===== src/rtl/inst_fetch_unit.sv =====
// Instruction fetch stage: credit-limited requests to a variable-latency instruction
// memory, an in-order prefetch queue feeding IF/ID, and stale-response dropping on redirect.
module inst_fetch_unit #(
  parameter logic [31:0] RESET_PC = 32'h0000_0000,
  parameter int unsigned DEPTH    = 4
) (
  input  logic        clk,
  input  logic        rst,
  input  logic        PCWrite,
  input  logic        PCSrc,
  input  logic [31:0] Branch,
  output logic        imem_req,
  output logic [31:0] imem_addr,
  input  logic        imem_gnt,
  input  logic        imem_rvalid,
  input  logic [31:0] imem_rdata,
  output logic [31:0] IFtoID_PC,
  output logic [31:0] IFtoID_inst,
  output logic        IFtoID_valid
);
  localparam int PW = $clog2(DEPTH);
  localparam int CW = PW + 1;
  localparam int DW = CW + 4;

  logic [31:0]   fetch_pc_q, fetch_pc_d;
  logic [CW-1:0] wr_ptr_q, wr_ptr_d, rd_ptr_q, rd_ptr_d, count_q, count_d;
  logic [CW-1:0] tag_wr_q, tag_wr_d, tag_rd_q, tag_rd_d;
  logic [CW-1:0] outstanding_q, outstanding_d;
  logic [DW-1:0] drop_q, drop_d;

  logic [31:0] q_pc4_q  [DEPTH];
  logic [31:0] q_inst_q [DEPTH];
  logic [31:0] tag_q    [DEPTH];

  logic        credit_ok, grant, drop_rsp, accept_rsp, push, pop;
  logic [CW:0] in_use;

  // Credits cover queued entries plus in-flight requests, so an accepted response always fits.
  assign in_use     = {1'b0, count_q} + {1'b0, outstanding_q};
  assign credit_ok  = in_use < (CW + 1)'(DEPTH);
  assign imem_req   = rst & ~PCSrc & credit_ok;
  assign imem_addr  = fetch_pc_q;
  assign grant      = imem_req & imem_gnt;
  assign drop_rsp   = imem_rvalid & (drop_q != '0);
  assign accept_rsp = imem_rvalid & (drop_q == '0) & (outstanding_q != '0);
  assign push       = accept_rsp & ~PCSrc;

  assign IFtoID_valid = (count_q != '0);
  assign pop          = PCWrite & IFtoID_valid & ~PCSrc;
  assign IFtoID_PC    = IFtoID_valid ? q_pc4_q[rd_ptr_q[PW-1:0]]  : 32'h0;
  assign IFtoID_inst  = IFtoID_valid ? q_inst_q[rd_ptr_q[PW-1:0]] : 32'h0;

  always_comb begin
    fetch_pc_d    = fetch_pc_q;
    wr_ptr_d      = wr_ptr_q;
    rd_ptr_d      = rd_ptr_q;
    count_d       = count_q;
    tag_wr_d      = tag_wr_q;
    tag_rd_d      = tag_rd_q;
    outstanding_d = outstanding_q;
    drop_d        = drop_q;
    if (PCSrc) begin
      // Everything still in flight after this edge becomes a response to discard.
      fetch_pc_d    = Branch;
      wr_ptr_d      = '0;
      rd_ptr_d      = '0;
      count_d       = '0;
      tag_wr_d      = '0;
      tag_rd_d      = '0;
      outstanding_d = '0;
      drop_d        = drop_q + DW'(outstanding_q) - DW'(drop_rsp | accept_rsp);
    end else begin
      if (grant) begin
        fetch_pc_d = fetch_pc_q + 32'd4;
        tag_wr_d   = tag_wr_q + CW'(1);
      end
      if (drop_rsp) begin
        drop_d = drop_q - DW'(1);
      end
      if (accept_rsp) begin
        wr_ptr_d = wr_ptr_q + CW'(1);
        tag_rd_d = tag_rd_q + CW'(1);
      end
      if (pop) begin
        rd_ptr_d = rd_ptr_q + CW'(1);
      end
      count_d       = count_q + CW'(accept_rsp) - CW'(pop);
      outstanding_d = outstanding_q + CW'(grant) - CW'(accept_rsp);
    end
  end

  always_ff @(posedge clk) begin
    if (!rst) begin
      fetch_pc_q    <= RESET_PC;
      wr_ptr_q      <= '0;
      rd_ptr_q      <= '0;
      count_q       <= '0;
      tag_wr_q      <= '0;
      tag_rd_q      <= '0;
      outstanding_q <= '0;
      drop_q        <= '0;
    end else begin
      fetch_pc_q    <= fetch_pc_d;
      wr_ptr_q      <= wr_ptr_d;
      rd_ptr_q      <= rd_ptr_d;
      count_q       <= count_d;
      tag_wr_q      <= tag_wr_d;
      tag_rd_q      <= tag_rd_d;
      outstanding_q <= outstanding_d;
      drop_q        <= drop_d;
    end
  end

  // Storage needs no reset: entries are only read while the queue or tag FIFO holds them.
  always_ff @(posedge clk) begin
    if (rst && push) begin
      q_pc4_q[wr_ptr_q[PW-1:0]]  <= tag_q[tag_rd_q[PW-1:0]] + 32'd4;
      q_inst_q[wr_ptr_q[PW-1:0]] <= imem_rdata;
    end
    if (grant) begin
      tag_q[tag_wr_q[PW-1:0]] <= fetch_pc_q;
    end
  end
endmodule


===== config.mk =====
export PLATFORM = sky130hd
export DESIGN_NAME = inst_fetch_unit
export DESIGN_NICKNAME = d
export VERILOG_FILES = /design/src/rtl/inst_fetch_unit.sv
export SDC_FILE = /design/constraint.sdc
export NUM_CORES = 1
export LEC_CHECK = 0
export CELL_PAD_IN_SITES_DETAIL_PLACEMENT = 1
export CELL_PAD_IN_SITES_GLOBAL_PLACEMENT = 1
export CORE_ASPECT_RATIO = 0.8
export CORE_MARGIN = 10
export CORE_UTILIZATION = 44
export DETAILED_ROUTE_END_ITERATION = 8
export PLACE_DENSITY = 0.73
export SYNTH_ARGS = -nofsm -noshare
export SYNTH_HDL_FRONTEND = slang
export SYNTH_SLANG_ARGS = --single-unit
export TNS_END_PERCENT = 100

===== constraint.sdc =====
create_clock -name clk -period 3.58 [get_ports clk]
set_input_delay 0.716 -clock clk [delete_from_list [all_inputs] [get_ports clk]]
set_output_delay 0.716 -clock clk [all_outputs]
set_load 0.1 [all_outputs]

==> flow_metrics.tcl <==
set metrics [dict create \
    setup_violations 0 \
    grt_max_degree 66 \
    yosys.area_share.xor_xnor_pct 2.49 \
    cts_setup_buffers 0 \
    rsz0062_at_grt "no" \
    first_global_vias 10800 \
    io_pins 168 \
    post_cts_resize_count 0 \
    synth_top_area_share_pct 63.1 \
    clkLatencyLatePin_ns 0.54 \
    synth_top_family_by_area "multiplexers" \
    worst_pin_slew_ns 0.792 \
    layout-area-overhead-vs-synth_pct 19.5 \
    synth_seq_area_share_pct 69.3 \
    p_comb_share_pct 9.1 \
    grt_pass1_wl_um 63900 \
    synthesis.area_um2 18300 \
    synth_cell_types 57 \
    use_met3_pct 3.49 \
    place_ws_ns 0.0277 \
    wl_per_cell_um 22.1 \
    power_density_nw_per_um2 507 \
    fill_cells 3883 \
    path_class "register to primary output" \
    hpwl_um 26600 \
    slew_headroom_pct 46.8 \
    slew_viol_final 0 \
    core_area_um2 40900 \
    synth_edf_count 384 \
    fin_crit_ns 3.19 \
    setup_slack_ns 0.393 \
    cts_max_path_buffers 3 \
    grt.busiest_layer "met2" \
    tritoncts "built" \
    drc 0 \
    synthAdderAreaFrac_pct 2.38 \
    intPower_mw 8.49 \
    sequentialPowerShare_pct 51.9 \
    htreeDepth 2 \
    setup.worst_path.end_class "primary output" \
    yosys-top-cells-area "edfxtp_1 (63%), mux4_2 (9.5%), dfxtp_1 (6.2%)" \
    cts.sinks 441 \
    globalRouteMet1Util_pct 22.6 \
    chipWidth_um 248 \
    avgSynthCellArea_um2 17.0 \
    antenna_found_initial 0 \
    hold_buffers 0 \
    swShare_pct 23.3 \
    gr-total-overflow 0 \
    dieArea_um2 50100 \
    die_h_um 202 \
    numPortBuffers 167 \
    ys_warn_count 0 \
    synth_seq_cells 441 \
    drive_gt1_share_pct 22.4 \
    muxShareOfSynthArea_pct 12.6 \
    worstSetupStartpointType "register" \
    final_common_cell "edfxtp_1" \
    cap_violations 0 \
    worst_ep_arrival_time_ns 2.47 \
    finalHoldViolations 0 \
    firstDrtPassIters 4 \
    critPathMaxFanout 27 \
    vias 9986 \
    yosysTopAreaCell "edfxtp_1" \
    fin_setup_tns_ns 0 \
    fmax_mhz 314 \
    fin_worst_skew_ns 0.0114 \
    routed_wl_um 40800 \
    final_cell_mix "edfxtp_1 (384), buf_4 (118), mux4_2 (77)" \
    p_sw_mw 2.58 \
    numCtsBuffers 45 \
    rows 66 \
    utilization_pct 53.4 \
    grt_util_all_layers_pct 16.3 \
    use_met2_pct 25.7 \
    power.share.clock_pct 39.0 \
    leakage_nw 7.43 \
    ant_nets 0 \
    ir_worst_vdd_uv 305 \
    cp.required_ns 2.86 \
    drt_iter0_drc 720 \
    clockRootBuffer "clkbuf_16" \
    async_flop_share_pct 0 \
    synthSimpleGateAreaFrac_pct 8.00 \
    gp_congestion 0.777 \
    synth-compound-area-share_pct 3.22 \
    initial_utilization_pct 44.7 \
    viasPerCell 5.40 \
    worstHoldPathType "register to register" \
    status "finished clean" \
    synthCells 1075 \
    finalCritPeriodShare_pct 89.0 \
    final_nets 1371 \
    path_clk_slew_ns 0.06 \
    synth_ff_type "edfxtp_1" \
    syn_nets 1178 \
]
stage by stage:
| stage | total power [mW] | cell area, um^2 | cells | hold slack, ns |
|---|---|---|---|---|
| 6_report | 11.1 | 21800 | 1848 | 0.501 |
| 5_1_grt | 11.5 | 21800 | 1847 | 0.529 |
| 4_1_cts | 11.2 | 21800 | 1847 | 0.505 |
| 3_5_place_dp | 6.87 | 20500 | 1765 | 0.495 |
| 3_3_place_gp | 6.84 | 20500 | 1765 | 0.483 |
| 2_1_floorplan | 6.53 | 18300 | 1075 | 0.469 |
flip-flops by register name (all words and copies together) (netlist names), named ones only:
name,cells
count_q,3
drop_q,7
imem_addr,32
outstanding_q,3
q_inst_q,128
q_pc4_q,128
rd_ptr_q,2
tag_q,128
tag_rd_q,2
tag_wr_q,2
wr_ptr_q,2
cell type report:
| cell class | instances | area (um^2) | area share [%] |
|---|---|---|---|
| inverters | 34 | 128 | 0.584 |
| clock buffers | 57 | 1190 | 5.45 |
| repair buffers | 196 | 1750 | 8.02 |
| flip-flops and latches | 441 | 12700 | 58.1 |
| clock inverters | 25 | 164 | 0.751 |
| well taps | 544 | 681 | 3.12 |
| multi-input cells | 550 | 5240 | 24.0 |
| diodes | 1 | 2.50 | 0.0115 |
cell usage after synthesis, types with 13 or more instances:
master and n:
a21oi_1 32, xor2_1 13, mux4_2 77, dfxtp_1 57, inv_1 33, nor3_1 18
nand3_1 21, xnor2_1 39, and2_1 74, o21ai_0 26, mux4_1 19, ha_1 30
clkbuf_1 34, edfxtp_1 384, nor2_1 46, nand2_1 45
cells by family after synthesis:
group / count (synthesis)
flip-flops: 441
buffers and inverters: 84
XOR/XNOR: 52
AO/OA/AOI/OAI: 96
multiplexers: 102
adder cells (fa/ha/maj): 33
AND/OR/NAND/NOR: 267
critical path: stages (launching register included):
cell and delay (ns):
dfxtp_4 0.64, buf_12 0.31, mux4_2 0.54, and2_1 0.19, buf_4 0.23
per-layer routing:
metal / share of wire (%) / vias to the layer above / wire (um)
li1: - / 4574 / -
met5: 0 / - / 0
met2: 46 / 260 / 19000
met4: 1.8 / 0 / 722
met1: 46 / 5098 / 18600
met3: 6.2 / 54 / 2510
path summary, 6_finish.rpt:
path               startpoint         endpoint  slack [ns]  depth (start not counted)
setup / recovery     register  IFtoID_inst[11]        0.39                          4
hold / removal    tag_wr_q[1]      tag_wr_q[1]        0.50                          2
setup reg to reg    drop_q[2]        drop_q[6]        0.41                         13
hold reg to reg   tag_wr_q[1]      tag_wr_q[1]        0.50                          2
power groups by stage:
stage	registers, mW	logic (mW)	clock network (mW)
CTS	5.75	1.02	4.44
floorplan	5.97	0.553	0
finish	5.75	1.01	4.32
detailed placement	5.86	1.01	0
global placement	5.85	0.991	0
global route	5.76	1.12	4.65
No activity file was read; power rests on OpenSTA's default activity.
